### src/rtl/collatz_sweep_if.sv
// -----------------------------------------------------------------------------
// collatz_sweep_if
// Handshake/readback bundle for collatz_sweep.
//   go    : start-sweep request, sampled every cycle (master -> slave)
//   start : sweep base value when go is high, readback address otherwise
//   done  : one-cycle pulse when a sweep has completed (slave -> master)
//   count : registered RAM readback word (slave -> master)
// -----------------------------------------------------------------------------
interface collatz_sweep_if #(
    parameter int COUNT_BITS = 16
);
    logic                  go;
    logic [31:0]           start;
    logic                  done;
    logic [COUNT_BITS-1:0] count;

    modport master (
        output go,
        output start,
        input  done,
        input  count
    );

    modport slave (
        input  go,
        input  start,
        output done,
        output count
    );
endinterface

### src/rtl/collatz_sweep.sv
// -----------------------------------------------------------------------------
// collatz_sweep
// Sweeps RAM_WORDS consecutive start values (base, base+1, ...) through the
// Collatz iteration and stores, per value, the number of terms in its sequence
// (start and final 1 included, saturating at 2**COUNT_BITS-1) into an internal
// RAM. The RAM is read back one word per cycle through the same bus.
//
// Ports
//   clk   : clock, rising edge
//   rst_n : asynchronous active-low reset
//   bus   : collatz_sweep_if.slave (go, start, done, count)
//
// state  | meaning
// -------+--------------------------------------------------------------
// IDLE   | waiting for go; latches base and clears the entry index
// LOAD   | n <= base+i, c <= 1 (value 0 or 1 needs no iteration)
// ITER   | one Collatz step per cycle until n reaches 1
// WRITE  | mem[i] <= c, then next entry or FINISH
// FINISH | raises done for one cycle, back to IDLE
// -----------------------------------------------------------------------------
module collatz_sweep #(
    parameter int RAM_WORDS     = 256,
    parameter int RAM_ADDR_BITS = 8,
    parameter int COUNT_BITS    = 16
) (
    input  logic           clk,
    input  logic           rst_n,
    collatz_sweep_if.slave bus
);

    typedef enum logic [2:0] {
        IDLE,
        LOAD,
        ITER,
        WRITE,
        FINISH
    } state_t;

    localparam logic [RAM_ADDR_BITS-1:0] LAST_IDX = RAM_ADDR_BITS'(RAM_WORDS - 1);
    localparam logic [COUNT_BITS-1:0]    C_MAX    = '1;

    state_t                   state;
    logic [31:0]              base;
    logic [31:0]              n;
    logic [RAM_ADDR_BITS-1:0] i;
    logic [COUNT_BITS-1:0]    c;
    logic                     done_r;
    logic [COUNT_BITS-1:0]    count_r;

    logic [COUNT_BITS-1:0]    mem [RAM_WORDS];

    logic [31:0]              load_val;
    logic [31:0]              n_next;
    logic [COUNT_BITS-1:0]    c_inc;

    assign load_val = base + 32'(i);
    // 3n+1 as shift-and-add; wraps modulo 2**32
    assign n_next   = n[0] ? ((n << 1) + n + 32'd1) : (n >> 1);
    assign c_inc    = (c == C_MAX) ? c : c + COUNT_BITS'(1);

    // Leaving ITER on the step that produces 1 (instead of spending another
    // cycle looking at n==1) keeps the per-entry cost at count+1 cycles.
    // A start value that wraps to 0 under 3n+1 never terminates; the sweep
    // simply runs until reset in that case.
    always_ff @(posedge clk or negedge rst_n) begin
        if (!rst_n) begin
            state  <= IDLE;
            done_r <= 1'b0;
            base   <= '0;
            n      <= '0;
            i      <= '0;
            c      <= '0;
        end else begin
            done_r <= 1'b0;
            case (state)
                IDLE: begin
                    if (bus.go) begin
                        base  <= bus.start;
                        i     <= '0;
                        state <= LOAD;
                    end
                end
                LOAD: begin
                    n <= load_val;
                    if (load_val == 32'd0) begin
                        c     <= '0;
                        state <= WRITE;
                    end else begin
                        c     <= COUNT_BITS'(1);
                        state <= (load_val == 32'd1) ? WRITE : ITER;
                    end
                end
                ITER: begin
                    if (n == 32'd1) begin
                        state <= WRITE;
                    end else begin
                        n <= n_next;
                        c <= c_inc;
                        if (n_next == 32'd1) begin
                            state <= WRITE;
                        end
                    end
                end
                WRITE: begin
                    if (i == LAST_IDX) begin
                        state <= FINISH;
                    end else begin
                        i     <= i + RAM_ADDR_BITS'(1);
                        state <= LOAD;
                    end
                end
                FINISH: begin
                    done_r <= 1'b1;
                    state  <= IDLE;
                end
                default: begin
                    state <= IDLE;
                end
            endcase
        end
    end

    // RAM contents survive reset; a same-address read in the write cycle
    // returns the previous word.
    always_ff @(posedge clk) begin
        if (state == WRITE) begin
            mem[i] <= c;
        end
    end

    always_ff @(posedge clk or negedge rst_n) begin
        if (!rst_n) begin
            count_r <= '0;
        end else begin
            count_r <= mem[bus.start[RAM_ADDR_BITS-1:0]];
        end
    end

    assign bus.done  = done_r;
    assign bus.count = count_r;

endmodule

### src/flat_wrapper.sv
// flat-port wrapper written by rule: the top's interface ports become plain ports
module collatz_sweep_flat 
#(
    parameter int RAM_WORDS     = 256,
    parameter int RAM_ADDR_BITS = 8,
    parameter int COUNT_BITS    = 16
)
  (clk, rst_n, bus_go, bus_start, bus_done, bus_count);
  collatz_sweep_if #(.COUNT_BITS(COUNT_BITS)) bus_i ();
  input  logic clk;
  input  logic rst_n;
  input wire logic [$bits(bus_i.go)-1:0] bus_go;
  input wire logic [$bits(bus_i.start)-1:0] bus_start;
  output wire logic [$bits(bus_i.done)-1:0] bus_done;
  output wire logic [$bits(bus_i.count)-1:0] bus_count;
  assign bus_i.go = bus_go;
  assign bus_i.start = bus_start;
  assign bus_done = bus_i.done;
  assign bus_count = bus_i.count;
  collatz_sweep #(.RAM_WORDS(RAM_WORDS), .RAM_ADDR_BITS(RAM_ADDR_BITS), .COUNT_BITS(COUNT_BITS)) u_core (.clk(clk), .rst_n(rst_n), .bus(bus_i));
endmodule
### config.mk
export PLATFORM = sky130hd
export DESIGN_NAME = collatz_sweep_flat
export DESIGN_NICKNAME = d
export VERILOG_FILES = /design/src/rtl/collatz_sweep_if.sv /design/src/rtl/collatz_sweep.sv /design/src/flat_wrapper.sv
export SDC_FILE = /design/constraint.sdc
export NUM_CORES = 2
export LEC_CHECK = 0
export CAP_MARGIN = 20
export CELL_PAD_IN_SITES_DETAIL_PLACEMENT = 1
export CELL_PAD_IN_SITES_GLOBAL_PLACEMENT = 1
export CORE_MARGIN = 1.5
export CORE_UTILIZATION = 45
export DETAILED_ROUTE_END_ITERATION = 7
export PLACE_DENSITY = 0.66
export SYNTH_ARGS = -nofsm -noshare
export SYNTH_HDL_FRONTEND = slang
export SYNTH_SLANG_ARGS = --single-unit
### constraint.sdc
create_clock -name clk -period 7.3 [get_ports clk]
set_input_delay 1.825 -clock clk [delete_from_list [all_inputs] [get_ports clk]]
set_output_delay 1.825 -clock clk [all_outputs]
set_load 0.005 [all_outputs]
==> impl_metrics.toml <==
[outcome]
status = "completed"

[setup_path]
worstPathArrival_ns = 6.15
worstPathCellList = "ha_1 > a211oi_1 > o21bai_1 > a31oi_2 > nor4_1 > nor4bb_1 > nand4_1 > nor4_2 > a31oi_1 > or4_1 > o21ai_1"
crit_fanout = 13
critPathCaptureType = "register"
reg2reg_depth = 11
crit_required_ns = 8.16
slowest_delay_ns = 1.02
crit_path_start_kind = "register"
crit_slowest_cell = "dfrtp_1"
critPathKind = "register to register"

[sta]
hold_viol_final = 0
rsz0062_at_grt = "false"
worstMarginPinSlew_ns = 1.23
fin_crit_ns = 5.29
max_freq_mhz = 189
finalMaxSlewViolations = 0
finalClockSkew_ns = 0.0823
setup_violations = 0
fin_crit_sh_pct = 72.4
finalSetupTns_ns = 0
timing.final.ws_setup_ns = 2.01
slew_headroom_pct = 18.2

[power_and_ir_drop]
ir_drop_v = 0.000258
cellLeakagePower_nw = 51.8
total_power_w = 0.0543
power_density_nw_per_um2 = 290

[clock_tree]
cts_tree = "done"
cts_resized = 0
post_cts_buffers = 0
path_clk_slew_ns = 0.06
clk_path_buf_depth = 4
cts_buffers = 427
htree_levels = 5
clock-sinks = 4204
clock-root-buffer = "clkbuf_16"
ctsHoldBuffers = 0
insertion_delay_ns = 1.03

[routing]
drc = 0
ant_nets = 0
drt_iter0_drc = 10300
wl_um = 448000
first_pass_iters = 5
vias = 79000
wl_per_cell_um = 35.0
via_per_inst = 6.18

[final_layout]
area_delta_synth_final_pct = 14.0
finish.utilization_pct = 51.6
multiInputGateArea_um2 = 37400
n_fill_cell = 31100
regArea_um2 = 126000
drive_gt1_share_pct = 32.7
design_area_um2 = 188000
final_nets = 7715

[logic_synthesis]
synth-seq-cells = 4204
synth.distinct_cells = 77
synthTopCellsByArea = "edfxtp_1, mux4_2, dfrtp_1"
yosysTopAreaCell = "edfxtp_1"
yosysTopAreaCellShare_pct = 74.8
synth_edf_count = 4096
yosys-top-cells-count = "edfxtp_1, mux4_2, nor2_1"
syn_nets = 7184
postSynth.asyncResetShare_pct = 2.57
yosysWarnings = 0
yosysSeqAreaShare_pct = 76.4
synth-main-ff-cell = "edfxtp_1"
syn_inst = 7086
avgSynthCellArea_um2 = 23.2
synthesis.area_um2 = 164000
yosys.cell_count.top_type = "edfxtp_1"

[run]
max_cap_viol_count = 0

[floorplanning]
ioPinCount = 52
die_w_um = 608
fp.coreArea_um2 = 363000
start_util_pct = 45.3
fp.dieH_um = 608
dieArea_um2 = 369000
row_count = 221

[placed_design]
placed_area_um2 = 174000
io_buffers = 51
gp_congestion = 0.810
dp_hpwl_um = 265000
pre_cts_slack_ns = 1.64

[global_routing]
grt_first_pass_wirelength_um = 635000
grt_overflow_total = 0
grt_pass1_vias = 82200
grtUsageTotal_pct = 24.2
grt_max_degree = 113
antenna_found_initial = 31

[min_path]
min_path_type = "register to register"
worstHoldPathCells = 1
-- worst max-delay path: cells and delay by family, from the launching register on --
family          cells  cell delay, ns
compound gates      5            1.65
fa+ha+maj           1            0.44
simple gates        5            2.07
flops               1            1.02
-- routing by layer --
layer	vias to the layer above	track usage (%)	share of wire (%)
met5	-	0	0.017
met4	12	8.57	3.8
met3	649	3.79	7.3
met2	3413	39.3	49
met1	43600	33.5	40
li1	31400	-	-
-- layout by cell type (no fill, tap or decap), types with 18 or more instances in the layout --
cell type        count
mux2_2              25
nand3_1             34
nand2_1            123
inv_1               50
clkdlybuf4s50_1     44
xor2_1              18
clkinv_2            68
xnor2_1             36
dfrtp_1             91
nor2_2             129
nor2_1             201
o21ai_0             74
buf_12              40
mux4_2            1360
ha_1                61
nor3_1              33
a21oi_1             59
clkinv_1           102
clkbuf_16          430
buf_4              390
edfxtp_1          4096
nand4_1             33
bufinv_16           33
a21o_1              22
clkbuf_1           101
-- registers in the layout, indices dropped and copies added (netlist names) --
name and cells:
u_core.base 32, u_core.bus.count 16, u_core.c 16, u_core.n 32
u_core.mem 4096, u_core.i 8, u_core.bus.done 1, u_core.state 3
-- power breakdown --
| group | leakage [nW] | switching, W | total (W) | internal [W] |
|---|---|---|---|---|
| Clock | 6.63 | 0.00934 | 0.0215 | 0.0121 |
| Combinational | 12.2 | 0.00346 | 0.00533 | 0.00187 |
| Sequential | 33.0 | 0.000492 | 0.0276 | 0.0271 |
-- area by class of cell --
| class | count | area share [%] |
|---|---|---|
| Sequential cell | 4204 | 67.1 |
| Tap cell | 4794 | 3.20 |
| Clock inverter | 240 | 1.26 |
| Antenna cell | 16 | 0.0214 |
| Clock buffer | 541 | 6.01 |
| Multi-Input combinational cell | 2445 | 20.0 |
| Timing Repair Buffer | 488 | 2.36 |
| Inverter | 51 | 0.102 |
-- metrics by stage --
step           hold WS (ns)  instances
2_1_floorplan         0.485       7086
3_3_place_gp          0.499      12000
3_5_place_dp          0.503      12000
4_1_cts               0.516      12800
5_1_grt               0.541      12800
6_report              0.513      12800
-- kinds of logic (layout without fill, tap and decap cells) --
group                      Yosys count  count (layout)  synth area share [%]
and+or+nand+nor                    667             667                  1.83
AOI/OAI and AO/OA                  269             269                  1.07
buffers and inverters              437            1320                  1.05
other                                0              16                     0
adders and majority gates           63              63                 0.488
muxes                             1392            1392                  18.8
xor gates and xnor gates            54              54                 0.288
DFF                               4204            4204                  76.4
-- final timing paths --
check,start,to,slack (ns)
max,u_core.i[2]$_DFFE_PN0P_,u_core.state[0]$_DFFE_PN0P_,2.01
min,u_core.base[2]$_DFFE_PN0P_,u_core.base[2]$_DFFE_PN0P_,0.51
max reg2reg,u_core.i[2]$_DFFE_PN0P_,u_core.state[0]$_DFFE_PN0P_,2.01
min reg2reg,u_core.base[2]$_DFFE_PN0P_,u_core.base[2]$_DFFE_PN0P_,0.51
max in group asynchronous,rst_n,u_core.c[12]$_DFFE_PN0P_,4.95
min in group asynchronous,rst_n,u_core.base[29]$_DFFE_PN0P_,0.79
Note: power is estimated with default switching activity, not from simulation.
